==> src/rtl/bit_serial_adder_if.sv <==
// Handshake and operand/result bundle for the bit-serial adder.
// The master side requests an addition; the slave side returns the result.
interface bit_serial_adder_if #(
  parameter int unsigned WIDTH = 8
);
  logic             start;
  logic [WIDTH-1:0] a_in;
  logic [WIDTH-1:0] b_in;
  logic             cin;
  logic             busy;
  logic             done;
  logic [WIDTH-1:0] sum_out;
  logic             cout;

  modport master (
    output start, a_in, b_in, cin,
    input  busy, done, sum_out, cout
  );

  modport slave (
    input  start, a_in, b_in, cin,
    output busy, done, sum_out, cout
  );
endinterface

==> src/rtl/bit_serial_adder.sv <==
// Bit-serial WIDTH-bit adder: one gate-level full-adder cell, fed LSB first.
// Takes WIDTH cycles per addition, then pulses done for one cycle.
module bit_serial_adder #(
  parameter int unsigned WIDTH = 8
) (
  input  logic             clk,
  input  logic             rst,
  bit_serial_adder_if.slave bus_io
);

  localparam int unsigned CntW = $clog2(WIDTH + 1);
  localparam logic [CntW-1:0] CntLast = CntW'(WIDTH - 1);

  typedef enum logic [1:0] {StIdle, StShift, StDone} state_e;

  state_e           state_q, state_d;
  logic [WIDTH-1:0] a_sh_q, a_sh_d;
  logic [WIDTH-1:0] b_sh_q, b_sh_d;
  logic [WIDTH-1:0] s_sh_q, s_sh_d;
  logic [WIDTH-1:0] sum_q, sum_d;
  logic             carry_q, carry_d;
  logic             cout_q, cout_d;
  logic [CntW-1:0]  cnt_q, cnt_d;

  logic             fa_a, fa_b, fa_c, fa_p, fa_sum, fa_carry;
  logic [WIDTH-1:0] s_next;

  // Full-adder cell
  assign fa_a     = a_sh_q[0];
  assign fa_b     = b_sh_q[0];
  assign fa_c     = carry_q;
  assign fa_p     = fa_a ^ fa_b;
  assign fa_sum   = fa_p ^ fa_c;
  assign fa_carry = (fa_a & fa_b) | (fa_p & fa_c);

  // Sum bits enter at the MSB so the LSB lands at bit 0 after WIDTH shifts.
  generate
    if (WIDTH == 1) begin : g_w1
      assign s_next = fa_sum;
    end else begin : g_wn
      assign s_next = {fa_sum, s_sh_q[WIDTH-1:1]};
    end
  endgenerate

  always_comb begin
    state_d = state_q;
    a_sh_d  = a_sh_q;
    b_sh_d  = b_sh_q;
    s_sh_d  = s_sh_q;
    sum_d   = sum_q;
    carry_d = carry_q;
    cout_d  = cout_q;
    cnt_d   = cnt_q;
    unique case (state_q)
      StIdle: begin
        if (bus_io.start) begin
          a_sh_d  = bus_io.a_in;
          b_sh_d  = bus_io.b_in;
          carry_d = bus_io.cin;
          cnt_d   = '0;
          state_d = StShift;
        end
      end
      StShift: begin
        carry_d = fa_carry;
        s_sh_d  = s_next;
        a_sh_d  = a_sh_q >> 1;
        b_sh_d  = b_sh_q >> 1;
        cnt_d   = cnt_q + CntW'(1);
        if (cnt_q == CntLast) begin
          sum_d   = s_next;
          cout_d  = fa_carry;
          state_d = StDone;
        end
      end
      StDone: begin
        state_d = StIdle;
      end
      default: begin
        state_d = StIdle;
      end
    endcase
  end

  always_ff @(posedge clk) begin
    if (rst) begin
      state_q <= StIdle;
      a_sh_q  <= '0;
      b_sh_q  <= '0;
      s_sh_q  <= '0;
      sum_q   <= '0;
      carry_q <= 1'b0;
      cout_q  <= 1'b0;
      cnt_q   <= '0;
    end else begin
      state_q <= state_d;
      a_sh_q  <= a_sh_d;
      b_sh_q  <= b_sh_d;
      s_sh_q  <= s_sh_d;
      sum_q   <= sum_d;
      carry_q <= carry_d;
      cout_q  <= cout_d;
      cnt_q   <= cnt_d;
    end
  end

  assign bus_io.busy    = (state_q == StShift);
  assign bus_io.done    = (state_q == StDone);
  assign bus_io.sum_out = sum_q;
  assign bus_io.cout    = cout_q;

endmodule

==> src/flat_wrapper.sv <==
// flat-port wrapper written by rule: the top's interface ports become plain ports
module bit_serial_adder_flat 
#(
  parameter int unsigned WIDTH = 8
)
  (clk, rst, bus_io_start, bus_io_a_in, bus_io_b_in, bus_io_cin, bus_io_busy, bus_io_done, bus_io_sum_out, bus_io_cout);
  bit_serial_adder_if #(.WIDTH(WIDTH)) bus_io_i ();
  input  logic clk;
  input  logic rst;
  input wire logic [$bits(bus_io_i.start)-1:0] bus_io_start;
  input wire logic [$bits(bus_io_i.a_in)-1:0] bus_io_a_in;
  input wire logic [$bits(bus_io_i.b_in)-1:0] bus_io_b_in;
  input wire logic [$bits(bus_io_i.cin)-1:0] bus_io_cin;
  output wire logic [$bits(bus_io_i.busy)-1:0] bus_io_busy;
  output wire logic [$bits(bus_io_i.done)-1:0] bus_io_done;
  output wire logic [$bits(bus_io_i.sum_out)-1:0] bus_io_sum_out;
  output wire logic [$bits(bus_io_i.cout)-1:0] bus_io_cout;
  assign bus_io_i.start = bus_io_start;
  assign bus_io_i.a_in = bus_io_a_in;
  assign bus_io_i.b_in = bus_io_b_in;
  assign bus_io_i.cin = bus_io_cin;
  assign bus_io_busy = bus_io_i.busy;
  assign bus_io_done = bus_io_i.done;
  assign bus_io_sum_out = bus_io_i.sum_out;
  assign bus_io_cout = bus_io_i.cout;
  bit_serial_adder #(.WIDTH(WIDTH)) u_core (.clk(clk), .rst(rst), .bus_io(bus_io_i));
endmodule
==> config.mk <==
export PLATFORM = sky130hd
export DESIGN_NAME = bit_serial_adder_flat
export DESIGN_NICKNAME = d
export VERILOG_FILES = /design/src/rtl/bit_serial_adder_if.sv /design/src/rtl/bit_serial_adder.sv /design/src/flat_wrapper.sv
export SDC_FILE = /design/constraint.sdc
export NUM_CORES = 1
export LEC_CHECK = 0
export ABC_AREA = 1
export CORE_AREA = 3 3 63 71
export CTS_BUF_LIST = sky130_fd_sc_hd__clkbuf_4
export DETAILED_ROUTE_END_ITERATION = 8
export DIE_AREA = 0 0 66 74
export PLACE_DENSITY = 0.73
export SYNTH_ARGS = -nofsm -noshare
export SYNTH_HDL_FRONTEND = slang
export SYNTH_SLANG_ARGS = --single-unit
==> constraint.sdc <==
create_clock -name clk -period 1.1 [get_ports clk]
set_input_delay 0.165 -clock clk [delete_from_list [all_inputs] [get_ports clk]]
set_output_delay 0.165 -clock clk [all_outputs]
set_load 0.03 [all_outputs]
==> metrics <==
fin util=0.665; Mapped Cells=247; top-area cell type share of the netlist area=0.455; vias in the first global route=1,585; worst hold path cell count=3; setup slack after layout=-0.178 ns; number of port buffers=30; CP max stage delay=0.35 ns; Pleak=1.20 nW; nets=329; overall power=2.94 mW; Crit path top cell by count=buf_6; ANT cells=0; sequential share of power=0.530; full die area=0.00488 mm²; Worst Hold Class=in -> reg; final hold violation count=0; final period utilization=1.16; initial antenna violation count=0; Setup crit end kind=output pin; HPWL Detailed=2.78 mm; setup TNS=-1.58 ns; Sw Share=0.288; leading area contributor after synthesis=dfxtp_1; Area contributors post-synth=dfxtp_1 46%, nand2_1 14%, nor2_1 10%; CTS sink count=39; Tmin final=1.28 ns; Pre-antenna DRT Iters=4; unrepaired setup endpoints after global routing=yes; R2R depth=5; Syn Nets=269; wire per inst=11.7 µm; syn_area_per_cell=6.94 µm²; Worst setup SP type=flop; Synth cell types=17; Logic pwr share=0.225; Synthesis Warnings=0; IO Pins=31; synthesized flop and latch total=39; total CTS buffers=5; critical path peak fanout=3; CTS tree=done; Max transition margin=0.836; Die W=66 µm; layout cell share with drive strength beyond 1=0.302; register area share after synthesis=0.455; part of the power in the clock network=0.245; Slowest cell on crit path=dfxtp_2; Remaining Overflow, GRT=0; fill count=355; switching power=845 µW; hold path endpoint=u_core.b_sh_q[2]; Slew @ Worst Pin=0.245 ns; P_int=2.09 mW; endpoints failing setup=29; H-tree levels=2; GPL Wtd Cong=0.810; Initial Util=0.443; Layout Skew=0.00798 ns; FP Rows=24; Reg area=792 µm²; final wirelength=4.23 mm; CTS root buffer=clkbuf_4; Max Transition Viols Final=0; drt first-iter violations=50; register-to-register setup slack=-0.14 ns; origin of the critical flop-to-flop path=u_core.b_sh_q[0]; drt drc=0; Antenna Nets Post-Route=0; WP data arrival=1.11 ns; pin count of the biggest net entering global routing=14; Worst-Skew Late Latency=0.34 ns; Pwr Density=1140 mW/mm²; GRT Resource Usage Total=0.177; Fmax=0.783 GHz; CP required=0.94 ns; Post-Syn Area=0.00171 mm²; Via density=4.75; terminus of the critical flop-to-flop path=u_core.bus_io.sum_out[7]; violated checks=setup timing; Area Overhead vs Synth=50.2%; status=complete, but fails checks; Min-Delay Startpoint=bus_io_b_in[2]; VDD IR max=0.673 mV; area of the multi-input gates=958 µm²; Core ar.=0.00387 mm²; MaxCap Viol Count=0; CP Class=reg -> out; first-pass GRT wire length=6.65 mm; Die Ht=74 µm; maximum root-to-sink buffer count=2; crit-path cells=buf_6, nor2_4, buf_6, buf_6; total number of vias=1,711; Reg clk slew, reported paths=0.12 ns
## metal layers
layer / part of all wire / up-vias / GRT usage
li1: - / 898 / -
met1: 0.42 / 762 / 0.197
met2: 0.51 / 44 / 0.330
met3: 0.053 / 7 / 0.0453
met4: 0.014 / 0 / 0.0564
met5: 0 / - / 0
## power by group through the flow
stage / logic, mW / clock network [mW] / registers [mW]
after detailed placement: 0.525 / 0 / 1.58
after global routing: 0.735 / 0.787 / 1.57
after floorplan: 0.301 / 0 / 1.57
after global placement: 0.520 / 0 / 1.58
after CTS: 0.572 / 0.732 / 1.55
final: 0.661 / 0.719 / 1.56
## logic make-up after synthesis
family / share of synthesized area
flip-flops: 0.455
AND/OR/NAND/NOR: 0.398
buffers and inverters: 0.0781
adder cells (fa/ha/maj): 0.0190
AO/OA/AOI/OAI: 0.0496
## flip-flops by register name, summed over array words and instances (netlist names)
register and flops:
u_core.s_sh_q 7, u_core.cnt_q 4, u_core.state_q 2, u_core.b_sh_q 8, u_core.bus_io.cout 1, u_core.carry_q 1, u_core.bus_io.sum_out 8, u_core.a_sh_q 8
## placed cells by master, fill, tap and decap left out, types with 2 or more instances in the layout
master,synthesis,final
nand2_4,0,3
nor2_1,47,43
nand3_2,0,14
clkinv_1,0,2
inv_2,1,4
buf_6,0,12
o21ai_1,0,6
nand2_2,0,2
nand2_1,66,60
inv_1,17,14
nor2_4,2,5
clkbuf_4,0,6
dfxtp_1,39,32
nand3_1,35,21
o21ai_0,14,7
a21oi_1,3,2
nand3b_1,8,8
buf_12,0,2
clkdlybuf4s50_1,0,19
buf_4,2,30
dfxtp_2,0,6
## repair_timing
action / in CTS / in global routing
hold buffers: 0 / 0
pin swaps: 4 / 17
gates resized for setup: 22 / 39
setup buffers: 4 / 3
endpoints found under the hold margin: 0 / 0
endpoints found under the setup margin: 39 / 41
gates cloned: 0 / 1
## synthesized netlist by cell type (all sizes together)
cell and instances:
dfxtp 39, o21ai 14, clkbuf 1, buf 11, nor2 49, clkinv 1
inv 18, nand3b 8, ha 1, nand3 35, a21oi 3, fa 1
nand2 66
## critical path, delay by kind of cell, from the launching register on
kind / cells / cell delay [ns]
flops: 1 / 0.35
buf+inv: 3 / 0.34
simple gates: 1 / 0.08
## stage by stage
step / cell area (µm²) / worst slack (ns) / cells / hold WS (ns)
after CTS: 2390 / -0.187 / 356 / 0.350
final: 2570 / -0.178 / 360 / 0.352
after global routing: 2570 / -0.236 / 360 / 0.344
after detailed placement: 2240 / -0.227 / 344 / 0.455
after global placement: 2240 / -0.193 / 344 / 0.446
after floorplan: 1740 / -0.0380 / 247 / 0.275
## cell type report
class                   instances  area share
multi-input cells             177       0.372
flip-flops and latches         39       0.308
repair buffers                 65       0.245
inverters                      19      0.0296
well taps                      52      0.0253
clock buffers                   6      0.0175
clock inverters                 2     0.00292
## worst max path at each step
stage                                 start                  endpoint
final                     u_core.state_q[1]               bus_io_busy
after global routing      u_core.state_q[1]               bus_io_busy
after CTS                 u_core.state_q[1]               bus_io_busy
after detailed placement       bus_io_start          u_core.a_sh_q[7]
after global placement         bus_io_start          u_core.b_sh_q[7]
after floorplan              u_core.carry_q  u_core.bus_io.sum_out[7]
(Power assumes the default switching activity.)
